===== src/rtl/mux_pkg.sv =====
// rtl/mux_pkg.sv - shared constants and beat type for the N-way registered selector
// Purpose: default slot geometry, the out-of-range default value and the
//          buffer-entry beat struct used by mux_n_sel / mux_n_pipe and their users.
package mux_pkg;

   localparam int MUX_DEFAULT_WIDTH = 32;
   localparam int MUX_DEFAULT_N_IN  = 3;

   localparam logic [MUX_DEFAULT_WIDTH-1:0] MUX_DEFAULT_VAL = '0;

   // Buffer entry at the default data width; parametrised instances build the
   // same {data, sel_err} layout at their own WIDTH.
   typedef struct packed {
      logic [MUX_DEFAULT_WIDTH-1:0] data;
      logic                         sel_err;
   } mux_beat_t;

endpackage


===== src/rtl/mux_n_sel.sv =====
// rtl/mux_n_sel.sv - combinational N_IN:1 selector with out-of-range detection
// Purpose: picks slot[sel]; drives DEFAULT_VAL and err=1 when sel >= N_IN.
// Ports:
//   in_data  N_IN*WIDTH  flattened slots, slot k = in_data[k*WIDTH +: WIDTH]
//   sel      SEL_W       slot index
//   data     WIDTH       selected value
//   err      1           sel was out of range
module mux_n_sel
   import mux_pkg::*;
#(
   parameter int               WIDTH       = MUX_DEFAULT_WIDTH,
   parameter int               N_IN        = MUX_DEFAULT_N_IN,
   parameter int               SEL_W       = $clog2(N_IN),
   parameter logic [WIDTH-1:0] DEFAULT_VAL = WIDTH'(MUX_DEFAULT_VAL)
)(
   input  logic [N_IN*WIDTH-1:0] in_data,
   input  logic [SEL_W-1:0]      sel,
   output logic [WIDTH-1:0]      data,
   output logic                  err
);

   // Any sel value that matches no slot falls through to the defaults.
   always_comb begin
      data = DEFAULT_VAL;
      err  = 1'b1;
      for (int k = 0; k < N_IN; k++) begin
         if (sel == SEL_W'(k)) begin
            data = in_data[k*WIDTH +: WIDTH];
            err  = 1'b0;
         end
      end
   end

endmodule


===== src/rtl/mux_n_pipe.sv =====
// rtl/mux_n_pipe.sv - registered N-way selector with valid/ready handshake and error counter
// Purpose: captures the mux_n_sel result on accept and presents it one cycle later.
// Build option: MUX_N_PIPE_SKID_EN adds a skid slot so in_ready is a flop output.
// Ports:
//   clk, reset              rising-edge clock, synchronous active-high reset
//   in_data/sel/in_valid    upstream beat; in_ready back to upstream
//   out_data/out_sel_err    registered selection and its out-of-range flag
//   out_valid/out_ready     downstream handshake
//   err_count/err_clear     saturating count of accepted out-of-range beats, clear
module mux_n_pipe
   import mux_pkg::*;
#(
   parameter int               WIDTH       = MUX_DEFAULT_WIDTH,
   parameter int               N_IN        = MUX_DEFAULT_N_IN,
   parameter int               SEL_W       = $clog2(N_IN),
   parameter logic [WIDTH-1:0] DEFAULT_VAL = WIDTH'(MUX_DEFAULT_VAL),
   parameter int               ERR_CNT_W   = 16
)(
   input  logic                  clk,
   input  logic                  reset,
   input  logic [N_IN*WIDTH-1:0] in_data,
   input  logic [SEL_W-1:0]      sel,
   input  logic                  in_valid,
   output logic                  in_ready,
   output logic [WIDTH-1:0]      out_data,
   output logic                  out_sel_err,
   output logic                  out_valid,
   input  logic                  out_ready,
   output logic [ERR_CNT_W-1:0]  err_count,
   input  logic                  err_clear
);

   typedef struct packed {
      logic [WIDTH-1:0] data;
      logic             sel_err;
   } beat_t;

   logic [WIDTH-1:0]     sel_data;
   logic                 sel_err;
   beat_t                sel_beat;
   beat_t                out_q;
   logic                 out_valid_q;
   logic                 accept;
   logic [ERR_CNT_W-1:0] err_cnt_q;

   mux_n_sel #(
      .WIDTH       (WIDTH),
      .N_IN        (N_IN),
      .SEL_W       (SEL_W),
      .DEFAULT_VAL (DEFAULT_VAL)
   ) u_sel (
      .in_data (in_data),
      .sel     (sel),
      .data    (sel_data),
      .err     (sel_err)
   );

   assign sel_beat    = '{data: sel_data, sel_err: sel_err};
   assign accept      = in_valid && in_ready;
   assign out_data    = out_q.data;
   assign out_sel_err = out_q.sel_err;
   assign out_valid   = out_valid_q;

`ifdef MUX_N_PIPE_SKID_EN
   beat_t skid_q, skid_nx, out_nx;
   logic  skid_valid_q, skid_valid_nx, out_valid_nx, in_ready_q;

   // The skid slot is only ever filled while the output register is stalled,
   // and upstream is held off while it is full, so accept never meets a full slot.
   always_comb begin
      out_nx        = out_q;
      out_valid_nx  = out_valid_q;
      skid_nx       = skid_q;
      skid_valid_nx = skid_valid_q;
      if (!out_valid_q || out_ready) begin
         if (skid_valid_q) begin
            out_nx        = skid_q;
            out_valid_nx  = 1'b1;
            skid_valid_nx = 1'b0;
         end else if (accept) begin
            out_nx       = sel_beat;
            out_valid_nx = 1'b1;
         end else begin
            out_valid_nx = 1'b0;
         end
      end else if (accept) begin
         skid_nx       = sel_beat;
         skid_valid_nx = 1'b1;
      end
   end

   always_ff @(posedge clk) begin
      if (reset) begin
         out_q        <= '0;
         out_valid_q  <= 1'b0;
         skid_q       <= '0;
         skid_valid_q <= 1'b0;
         in_ready_q   <= 1'b0;
      end else begin
         out_q        <= out_nx;
         out_valid_q  <= out_valid_nx;
         skid_q       <= skid_nx;
         skid_valid_q <= skid_valid_nx;
         in_ready_q   <= !skid_valid_nx;
      end
   end

   assign in_ready = in_ready_q;
`else
   assign in_ready = !reset && (!out_valid_q || out_ready);

   always_ff @(posedge clk) begin
      if (reset) begin
         out_q       <= '0;
         out_valid_q <= 1'b0;
      end else if (accept) begin
         out_q       <= sel_beat;
         out_valid_q <= 1'b1;
      end else if (out_ready) begin
         out_valid_q <= 1'b0;
      end
   end
`endif

   // Clear wins over a same-cycle increment; all-ones is sticky until cleared.
   always_ff @(posedge clk) begin
      if (reset || err_clear) begin
         err_cnt_q <= '0;
      end else if (accept && sel_beat.sel_err && (err_cnt_q != '1)) begin
         err_cnt_q <= err_cnt_q + ERR_CNT_W'(1);
      end
   end

   assign err_count = err_cnt_q;

endmodule


===== config.mk =====
export PLATFORM = sky130hd
export DESIGN_NAME = mux_n_pipe
export DESIGN_NICKNAME = d
export VERILOG_FILES = /design/src/rtl/mux_pkg.sv /design/src/rtl/mux_n_sel.sv /design/src/rtl/mux_n_pipe.sv
export SDC_FILE = /design/constraint.sdc
export NUM_CORES = 1
export LEC_CHECK = 0
export BUFFER_PORTS_ARGS = -buffer_cell sky130_fd_sc_hd__buf_2
export CELL_PAD_IN_SITES_DETAIL_PLACEMENT = 1
export CELL_PAD_IN_SITES_GLOBAL_PLACEMENT = 1
export CORE_MARGIN = 8
export CORE_UTILIZATION = 36
export DETAILED_ROUTE_END_ITERATION = 12
export PLACE_DENSITY = 0.95
export SYNTH_ARGS = -nofsm -noshare
export SYNTH_HDL_FRONTEND = slang
export SYNTH_HIERARCHICAL = 1
export SYNTH_SLANG_ARGS = --single-unit

===== constraint.sdc =====
create_clock -name clk -period 4.7 [get_ports clk]
set_input_delay 0.94 -clock clk [delete_from_list [all_inputs] [get_ports clk]]
set_output_delay 0.94 -clock clk [all_outputs]
set_load 0.01 [all_outputs]

==> flow_metrics.env, run 1 <==
export IMPL_synth_seq_cells=50
export IMPL_crit_path_end_kind="output pin"
export IMPL_first_pass_iters=4
export IMPL_cts_buffer_depth=2
export IMPL_power_density_nw_per_um2=229
export IMPL_dp_slack_ns=1.83
export IMPL_setup_viol=0
export IMPL_slew_viol_final=0
export IMPL_drc_errors=0
export IMPL_synth_compound_area_share_pct=19.4
export IMPL_finalSetupTns_ns=0
export IMPL_cts_hold_buf=0
export IMPL_start_kind="input pin"
export IMPL_synth_edff_count=0
export IMPL_synth_fp_nets=439
export IMPL_globalRouteMet1Util_pct=20.1
export IMPL_cts_setup_buffers=0
export IMPL_final_setup_skew_ns=0.0122
export IMPL_cts_made_buffers=5
export IMPL_synthSimpleGateAreaFrac_pct=29.8
export IMPL_cts_root_buf="clkbuf_8"
export IMPL_nNetsFinal=576
export IMPL_required_ns=3.76
export IMPL_syn_inst=335
export IMPL_synth_flop_cell="dfxtp_1"
export IMPL_tightest_slew_ns=1.12
export IMPL_ys_seq_area_share_pct=31.8
export IMPL_track_usage_pct=18.3
export IMPL_place_area_um2=3870
export IMPL_setup_ws_ns=2.01
export IMPL_num_antenna_cells=0
export IMPL_avgSynthCellArea_um2=9.40
export IMPL_viasPerCell=5.34
export IMPL_grt_pass1_wl_um=17500
export IMPL_antenna_found_initial=0
export IMPL_final_cell_mix="buf_2, nand2_1, dfxtp_1"
export IMPL_async_flop_share_pct=0
export IMPL_row_count=34
export IMPL_syn_to_final_growth_pct=25.3
export IMPL_synth_cell_types=45
export IMPL_grt_overflow=0
export IMPL_cts_resized=0
export IMPL_portBuffers=153
export IMPL_status="completed"
export IMPL_die_w_um=110
export IMPL_cts_sinks=50
export IMPL_stdcell_count=580
export IMPL_cts_htree_levels=2
export IMPL_routedWlPerCell_um=18.5
export IMPL_synth_area_um2=3150
export IMPL_hold_class="register to register"
export IMPL_period_share_pct=57.2
export IMPL_layout_drive_gt1_share_pct=43.6
export IMPL_finalHoldViolCount=0
export IMPL_layout_commonest_cell="buf_2"
export IMPL_cts_tree="built"
export IMPL_drtIter0Drc=99
export IMPL_wirelength_um=10700
export IMPL_ant_nets=0
export IMPL_relSlewSlack_pct=25.1
export IMPL_crit_arrival_ns=1.75
export IMPL_placed_cells=573
export IMPL_ys_warn_count=6
export IMPL_synthMuxAreaShare_pct=12.1
export IMPL_stdcell_area_um2=3950
export IMPL_dieArea_um2=12000
export IMPL_vias=3095
export IMPL_clkSlewWorstSetupHoldPaths_ns=0.10
export IMPL_max_cap_violations=0
export IMPL_hpwl_um=8530
export IMPL_synthAdderAreaFrac_pct=0.397
export IMPL_crit_type="input pin to output pin"
export IMPL_initial_core_util_pct=36.6
export IMPL_gp_congestion=0.788
export IMPL_p_leak_nw=1.90
export IMPL_rsz0062_at_grt="no"
export IMPL_peakVddDrop_uv=101
export IMPL_clk_latency_ns=0.30
export IMPL_critical_path_peak_fanout=43
export IMPL_max_freq_mhz=372
export IMPL_grt_pass1_vias=3488
export IMPL_die_h_um=110
export IMPL_synth_top_family_by_area="simple AND/OR/NAND/NOR gates"
export IMPL_min_period_ns=2.69
export IMPL_io_pins=154
export IMPL_synthXorXnorAreaFrac_pct=0
export IMPL_busiest_layer="met2"
export IMPL_grt_max_degree=44
export IMPL_coreArea_um2=8590
export IMPL_grt_use_met2_pct=32.9
export IMPL_met3_usage_pct=6.10
==> power by group <==
group,total [mW],switching [mW],internal (mW)
clock,0.246,0.146,0.101
sequential,0.456,0.0124,0.444
combinational,0.200,0.107,0.0932
==> final cells by class <==
| class | instances | area [um2] |
|---|---|---|
| multi-input combinational | 258 | 1940 |
| fill | 1041 | 4650 |
| timing repair buffer | 155 | 781 |
| sequential | 50 | 1000 |
| inverter | 2 | 7.51 |
| tap | 108 | 135 |
| clock buffer | 5 | 68.8 |
| clock inverter | 2 | 10.0 |
==> per-stage QoR <==
step | total power, mW | util [%] | hold WS (ns)
after floorplan | 0.585 | - | 0.494
after global placement | 0.658 | 45.0 | 0.460
after detailed placement | 0.668 | 45.0 | 0.470
after CTS | 0.915 | 45.9 | 0.486
after global routing | 0.951 | 45.9 | 0.505
final | 0.902 | 45.9 | 0.481
==> critical path: stages <==
cell	delay, ns
buf_2	0.48
nor2_1	0.13
buf_2	0.17
==> kinds of logic (layout without fill, tap and decap cells) <==
group / after synthesis / in the layout
simple gates: 164 / 164
mux: 38 / 38
buf+inv: 27 / 164
compound gates: 55 / 55
fa+ha+maj: 1 / 1
flops: 50 / 50
==> Yosys cell counts, types with 2 or more instances <==
cell / instances / share of area [%]
or4_1: 4 / 0.95
inv_1: 2 / 0.24
clkbuf_1: 10 / 1.2
buf_6: 6 / 2.1
nor2_1: 7 / 0.83
o21ai_1: 2 / 0.32
and4_1: 2 / 0.56
o2bb2ai_2: 30 / 14
nor2b_4: 2 / 0.87
buf_12: 3 / 1.9
o31ai_1: 5 / 1.2
or3_2: 2 / 0.48
nand3b_1: 33 / 7.9
nand4_1: 5 / 0.99
o21ai_0: 2 / 0.32
mux2i_1: 38 / 12
nor4_4: 2 / 1.4
and2_1: 3 / 0.60
dfxtp_1: 50 / 32
a21oi_1: 9 / 1.4
nand2_1: 78 / 9.3
nor4_1: 5 / 0.99
nand4_2: 3 / 1.2
o2bb2ai_1: 2 / 0.56
or3_1: 7 / 1.4
buf_2: 4 / 0.64
==> per-layer routing <==
metal / vias to the layer above / wire, um
li1: 1489 / -
met1: 1479 / 4280
met2: 114 / 5440
met3: 13 / 825
met4: 0 / 176
met5: - / 0
==> flip-flops by register name (all words and copies together), names as in the netlist <==
name         flops
out_valid        1
err_count       16
out_data        32
out_sel_err      1
==> path summary, 6_finish.rpt <==
kind | from | endpoint | slack, ns | depth (start not counted)
setup / recovery | reset | in_ready | 2.01 | 3
hold / removal | out_data[4]$_SDFFE_PP0P_ | out_data[4]$_SDFFE_PP0P_ | 0.48 | 2
setup reg to reg | out_valid$_SDFFE_PP0P_ | out_sel_err$_SDFFE_PP0P_ | 2.95 | 4
hold reg to reg | out_data[4]$_SDFFE_PP0P_ | out_data[4]$_SDFFE_PP0P_ | 0.48 | 2
Note: power is estimated with default switching activity, not from simulation.
==> run 2: changes to the inputs <==
Settings changed: CORE_UTILIZATION 36 to 30, PLACE_DENSITY 0.95 to 0.86.
Clock period 4.7 ns to 2.4 ns, I/O delays scaled along.
==> run 2 against run 1 <==
Critical path depth grew 1. Combinational power grew 98%. Power grew 110%. Design area grew 2.9%. Count of clock-buffer cells in the layout grew 3. Utilization shrank 6.4 points. Clock power grew 130%. Sequential power grew 96%. Hold slack lost 0.062 ns. Die area grew 17%. Routed wire length grew 1.1%. Global-route usage shrank 3.4 points. Critical path type is now register to register. Critical endpoint is now err_count[13]$_SDFFE_PP0P_.
==> flow_metrics.env, run 2 (same netlist as run 1, synthesis figures left out) <==
export IMPL_peakVddDrop_uv=211
export IMPL_route_met2_wl_um=5620
export IMPL_finalHoldViolCount=0
export IMPL_drc_errors=0
export IMPL_num_antenna_cells=0
export IMPL_grt_max_degree=43
export IMPL_dieArea_um2=14000
export IMPL_place_area_um2=3950
export IMPL_finalSetupTns_ns=0
export IMPL_drtIter0Drc=94
export IMPL_final_cell_mix="buf_2, nand2_1, dfxtp_1"
export IMPL_die_w_um=118
export IMPL_final_setup_skew_ns=0.00384
export IMPL_slowest_stage="nor4_1"
export IMPL_coreArea_um2=10300
export IMPL_holdPathEnd="out_valid$_SDFFE_PP0P_"
export IMPL_slew_viol_final=0
export IMPL_cts_sinks=50
export IMPL_min_path_cells=3
export IMPL_nNetsFinal=581
export IMPL_initial_core_util_pct=30.6
export IMPL_portBuffers=153
export IMPL_critical_path_peak_fanout=10
export IMPL_cts_htree_levels=2
export IMPL_cts_root_buf="clkbuf_8"
export IMPL_max_freq_mhz=586
export IMPL_grt_pass1_wl_um=17200
export IMPL_met3WireLength_um=741
export IMPL_first_pass_iters=4
export IMPL_cts_hold_buf=0
export IMPL_critical_path_max_stage_delay_ns=0.48
export IMPL_gp_congestion=0.817
export IMPL_required_ns=2.63
export IMPL_worstPathCellList="and4_1 -> nand2_2 -> nor4_1 -> mux2i_1"
export IMPL_routed_top_layer="met5"
export IMPL_status="completed"
export IMPL_cts_made_buffers=5
export IMPL_vias=3070
export IMPL_clk_latency_ns=0.30
export IMPL_syn_to_final_growth_pct=29.0
export IMPL_reg2regPathDepth=4
export IMPL_max_cap_violations=0
export IMPL_track_usage_pct=14.9
export IMPL_routedWlPerCell_um=17.6
export IMPL_p_leak_nw=1.95
export IMPL_period_share_pct=71.1
export IMPL_m1WireLength_um=4240
export IMPL_layout_drive_gt1_share_pct=44.4
export IMPL_tightest_slew_ns=0.630
export IMPL_rsz0062_at_grt="no"
export IMPL_timing_rr_end="err_count[13]$_SDFFE_PP0P_"
export IMPL_setup_viol=0
export IMPL_crit_type="register to register"
export IMPL_stdcell_area_um2=4060
export IMPL_largest_reg_flops=32
export IMPL_hpwl_um=8650
export IMPL_crit_arrival_ns=1.94
export IMPL_power_density_nw_per_um2=457
export IMPL_hold_class="input pin to register"
export IMPL_cts_buffer_depth=2
export IMPL_worstReg2RegStart="err_count[2]$_SDFFE_PP0P_"
export IMPL_reg2reg_slack_ns=0.69
export IMPL_cts_resized=0
export IMPL_die_h_um=118
export IMPL_grt_pass1_vias=3362
export IMPL_cts_tree="built"
export IMPL_ant_nets=0
export IMPL_min_period_ns=1.71
export IMPL_layout_commonest_cell="buf_2"
export IMPL_antenna_found_initial=4
export IMPL_viasPerCell=5.00
export IMPL_clkSlewWorstSetupHoldPaths_ns=0.09
export IMPL_io_pins=154
export IMPL_grt_overflow=0
export IMPL_start_kind="register"
export IMPL_cts_setup_buffers=0
export IMPL_wirelength_um=10800
export IMPL_row_count=37
export IMPL_relSlewSlack_pct=58.0
export IMPL_crit_path_end_kind="register"
export IMPL_min_from="in_valid"
-- run 2: how the worst max path moves through the flow --
stage / startpoint / to / slack, ns / depth (start not counted)
after floorplan: sel[0] / err_count[3]$_SDFFE_PP0P_ / 0.54 / 7
after global placement: sel[0] / err_count[8]$_SDFFE_PP0P_ / 0.58 / 5
after detailed placement: sel[0] / err_count[8]$_SDFFE_PP0P_ / 0.54 / 5
after CTS: err_count[2]$_SDFFE_PP0P_ / err_count[13]$_SDFFE_PP0P_ / 0.71 / 4
after global routing: err_count[2]$_SDFFE_PP0P_ / err_count[13]$_SDFFE_PP0P_ / 0.58 / 4
final: err_count[2]$_SDFFE_PP0P_ / err_count[13]$_SDFFE_PP0P_ / 0.69 / 4
-- run 2: final cells by class --
class	instances	area, um2
fill	1279	6210
clock buffer	8	110
timing repair buffer	160	831
multi-input combinational	258	1940
tap	136	170
sequential	50	1000
inverter	2	7.51
-- run 2: metrics by stage --
| stage | hold slack, ns | total power [mW] | setup WS, ns | cells | util (%) |
|---|---|---|---|---|---|
| global placement | 0.458 | 1.30 | 0.576 | 606 | 38.5 |
| finish | 0.419 | 1.86 | 0.694 | 614 | 39.5 |
| detailed placement | 0.466 | 1.31 | 0.537 | 606 | 38.5 |
| floorplan | 0.494 | 1.15 | 0.543 | 335 | - |
| CTS | 0.416 | 1.89 | 0.713 | 614 | 39.5 |
| global route | 0.422 | 1.96 | 0.576 | 614 | 39.5 |
-- run 2: metal layers --
layer | GRT usage [%] | up-vias
met3 | 5.71 | 23
met1 | 15.3 | 1446
met5 | 0 | -
met4 | 3.79 | 8
li1 | - | 1500
met2 | 27.9 | 93
-- run 2: power breakdown --
part           leakage, nW  total [mW]  internal (mW)  switching, mW
Combinational         1.48       0.396          0.189          0.207
Sequential           0.408       0.892          0.869         0.0229
Clock               0.0575       0.571          0.292          0.279
Total                 1.95        1.86           1.35          0.509
-- run 2: worst max-delay path, delay by kind of cell (launching register included) --
family / cells / cell delay [ns]
AND/OR/NAND/NOR: 3 / 0.95
flip-flops: 1 / 0.46
multiplexers: 1 / 0.23
==> run 3: changes to the inputs <==
Settings changed: CORE_UTILIZATION 30 to 33, PLACE_DENSITY 0.86 to 0.9.
Clock period 2.4 ns to 1.8 ns, I/O delays scaled along.
==> run 3 against run 2 <==
Die area decreased by 7.9%. Sequential power increased by 33%. Critical endpoint is now err_count[8]$_SDFFE_PP0P_. Combinational power rose by 37%. Flip-flop and latch count stayed put. Via count is 0.36% higher. Largest power group unchanged. Register-to-register slack lost 0.62 ns. First-iteration DRC count rose by 23%. Sequential share of layout area is 0.12 points lower. Critical path type unchanged. Design area is 0.49% higher. Count of clock-buffer cells in the layout down 2.
==> flow_metrics.env, run 3 (same netlist as run 1, synthesis figures left out) <==
export IMPL_status="completed"
export IMPL_num_antenna_cells=0
export IMPL_fillers=1134
export IMPL_critical_path_max_stage_delay_ns=0.55
export IMPL_grt_pass1_wl_um=18000
export IMPL_cts_made_buffers=5
export IMPL_cts_tree="built"
export IMPL_reg2reg_slack_ns=0.07
export IMPL_min_period_ns=1.73
export IMPL_first_pass_iters=4
export IMPL_grt_pass1_vias=3595
export IMPL_start_kind="register"
export IMPL_clk_latency_ns=0.30
export IMPL_drtIter0Drc=116
export IMPL_multiInputGateArea_um2=1950
export IMPL_max_cap_violations=0
export IMPL_grt_overflow=0
export IMPL_finalHoldViolCount=0
export IMPL_seqCellArea_um2=1000
export IMPL_max_freq_mhz=580
export IMPL_routed_top_layer="met4"
export IMPL_die_w_um=114
export IMPL_track_usage_pct=17.2
export IMPL_ant_nets=0
export IMPL_total_power_mw=2.39
export IMPL_slowest_stage="or4_1"
export IMPL_critical_path_peak_fanout=10
export IMPL_crit_arrival_ns=1.92
export IMPL_cts_resized=1
export IMPL_antenna_found_initial=0
export IMPL_layout_commonest_cell="buf_2"
export IMPL_die_h_um=114
export IMPL_relSlewSlack_pct=60.0
export IMPL_required_ns=2.00
export IMPL_p_leak_nw=1.96
export IMPL_route_met2_wl_um=5770
export IMPL_cts_setup_buffers=0
export IMPL_nNetsFinal=586
export IMPL_final_setup_skew_ns=0.00814
export IMPL_coreArea_um2=9240
export IMPL_path_delay_family="simple AND/OR/NAND/NOR gates"
export IMPL_cts_sinks=50
export IMPL_vias=3081
export IMPL_routedWlPerCell_um=18.1
export IMPL_hold_slack_ns=0.313
export IMPL_path_buf_inv=0
export IMPL_slew_viol_final=0
export IMPL_dieArea_um2=12900
export IMPL_worstPathCellList="and4_1 -> nand2_2 -> or4_1 -> o211a_1"
export IMPL_tightest_slew_ns=0.600
export IMPL_crit_type="register to register"
export IMPL_rsz0062_at_grt="yes"
export IMPL_hpwl_um=8910
export IMPL_m1WireLength_um=4340
export IMPL_io_pins=154
export IMPL_syn_to_final_growth_pct=29.7
export IMPL_initial_core_util_pct=34.1
export IMPL_cts_buffer_depth=2
export IMPL_layout_drive_gt1_share_pct=44.9
export IMPL_viasPerCell=5.05
export IMPL_wirelength_um=11000
export IMPL_setup_viol=0
export IMPL_clkSlewWorstSetupHoldPaths_ns=0.09
export IMPL_cts_hold_buf=0
export IMPL_peakVddDrop_uv=236
export IMPL_period_share_pct=95.9
export IMPL_cts_root_buf="clkbuf_8"
export IMPL_portBuffers=153
export IMPL_gp_congestion=0.819
export IMPL_hold_class="input pin to register"
export IMPL_cts_htree_levels=2
export IMPL_grt_max_degree=43
export IMPL_row_count=35
export IMPL_final_cell_mix="buf_2, nand2_1, dfxtp_1"
export IMPL_largest_reg_flops=32
export IMPL_met3WireLength_um=706
export IMPL_drc_errors=0
export IMPL_crit_path_end_kind="register"
export IMPL_power_density_nw_per_um2=585
## run 3: cell count changes in the layout (fill, tap and decap cells not counted), sizes merged
cell	change
buf	+5
clkbuf	-2
## run 3: worst paths after layout
path	startpoint	end	cells past startpoint
max reg2reg	err_count[3]$_SDFFE_PP0P_	err_count[8]$_SDFFE_PP0P_	4
min reg2reg	out_data[18]$_SDFFE_PP0P_	out_data[18]$_SDFFE_PP0P_	2
max	err_count[3]$_SDFFE_PP0P_	err_count[8]$_SDFFE_PP0P_	4
min	in_valid	out_valid$_SDFFE_PP0P_	3
## run 3: where the power goes
part           switching [mW]  total (mW)  internal, mW  leakage, nW
sequential             0.0305        1.19          1.16        0.408
clock                   0.361       0.659         0.298       0.0431
combinational           0.283       0.542         0.258         1.51
## run 3: metal layers
metal | GRT usage, % | vias up
met4 | 4.80 | 0
met1 | 18.0 | 1457
met2 | 32.4 | 97
met3 | 5.02 | 16
met5 | 0 | -
li1 | - | 1511
## run 3: area by class of cell
type                    instances  share of cell area (%)
multi-input cells             258                    47.8
well taps                     129                    3.95
inverters                       2                   0.184
flip-flops and latches         50                    24.5
clock buffers                   6                    2.02
repair buffers                165                    21.6
## run 3: worst min-delay path: cells and delay by family
kind | cells | cell delay (ns)
buffers and inverters | 1 | 0.10
AND/OR/NAND/NOR | 2 | 0.11
## run 3: per-stage QoR
stage	setup WS [ns]	utilization, %	instance area [um2]	cells	setup TNS [ns]
finish	0.0745	44.2	4080	610	0
global route	-0.00672	44.2	4080	610	-0.0110
CTS	0.0910	44.2	4080	610	0
detailed placement	-0.108	43.2	4000	604	-0.175
global placement	0.0385	43.2	4000	604	0
floorplan	0.0633	-	3150	335	0
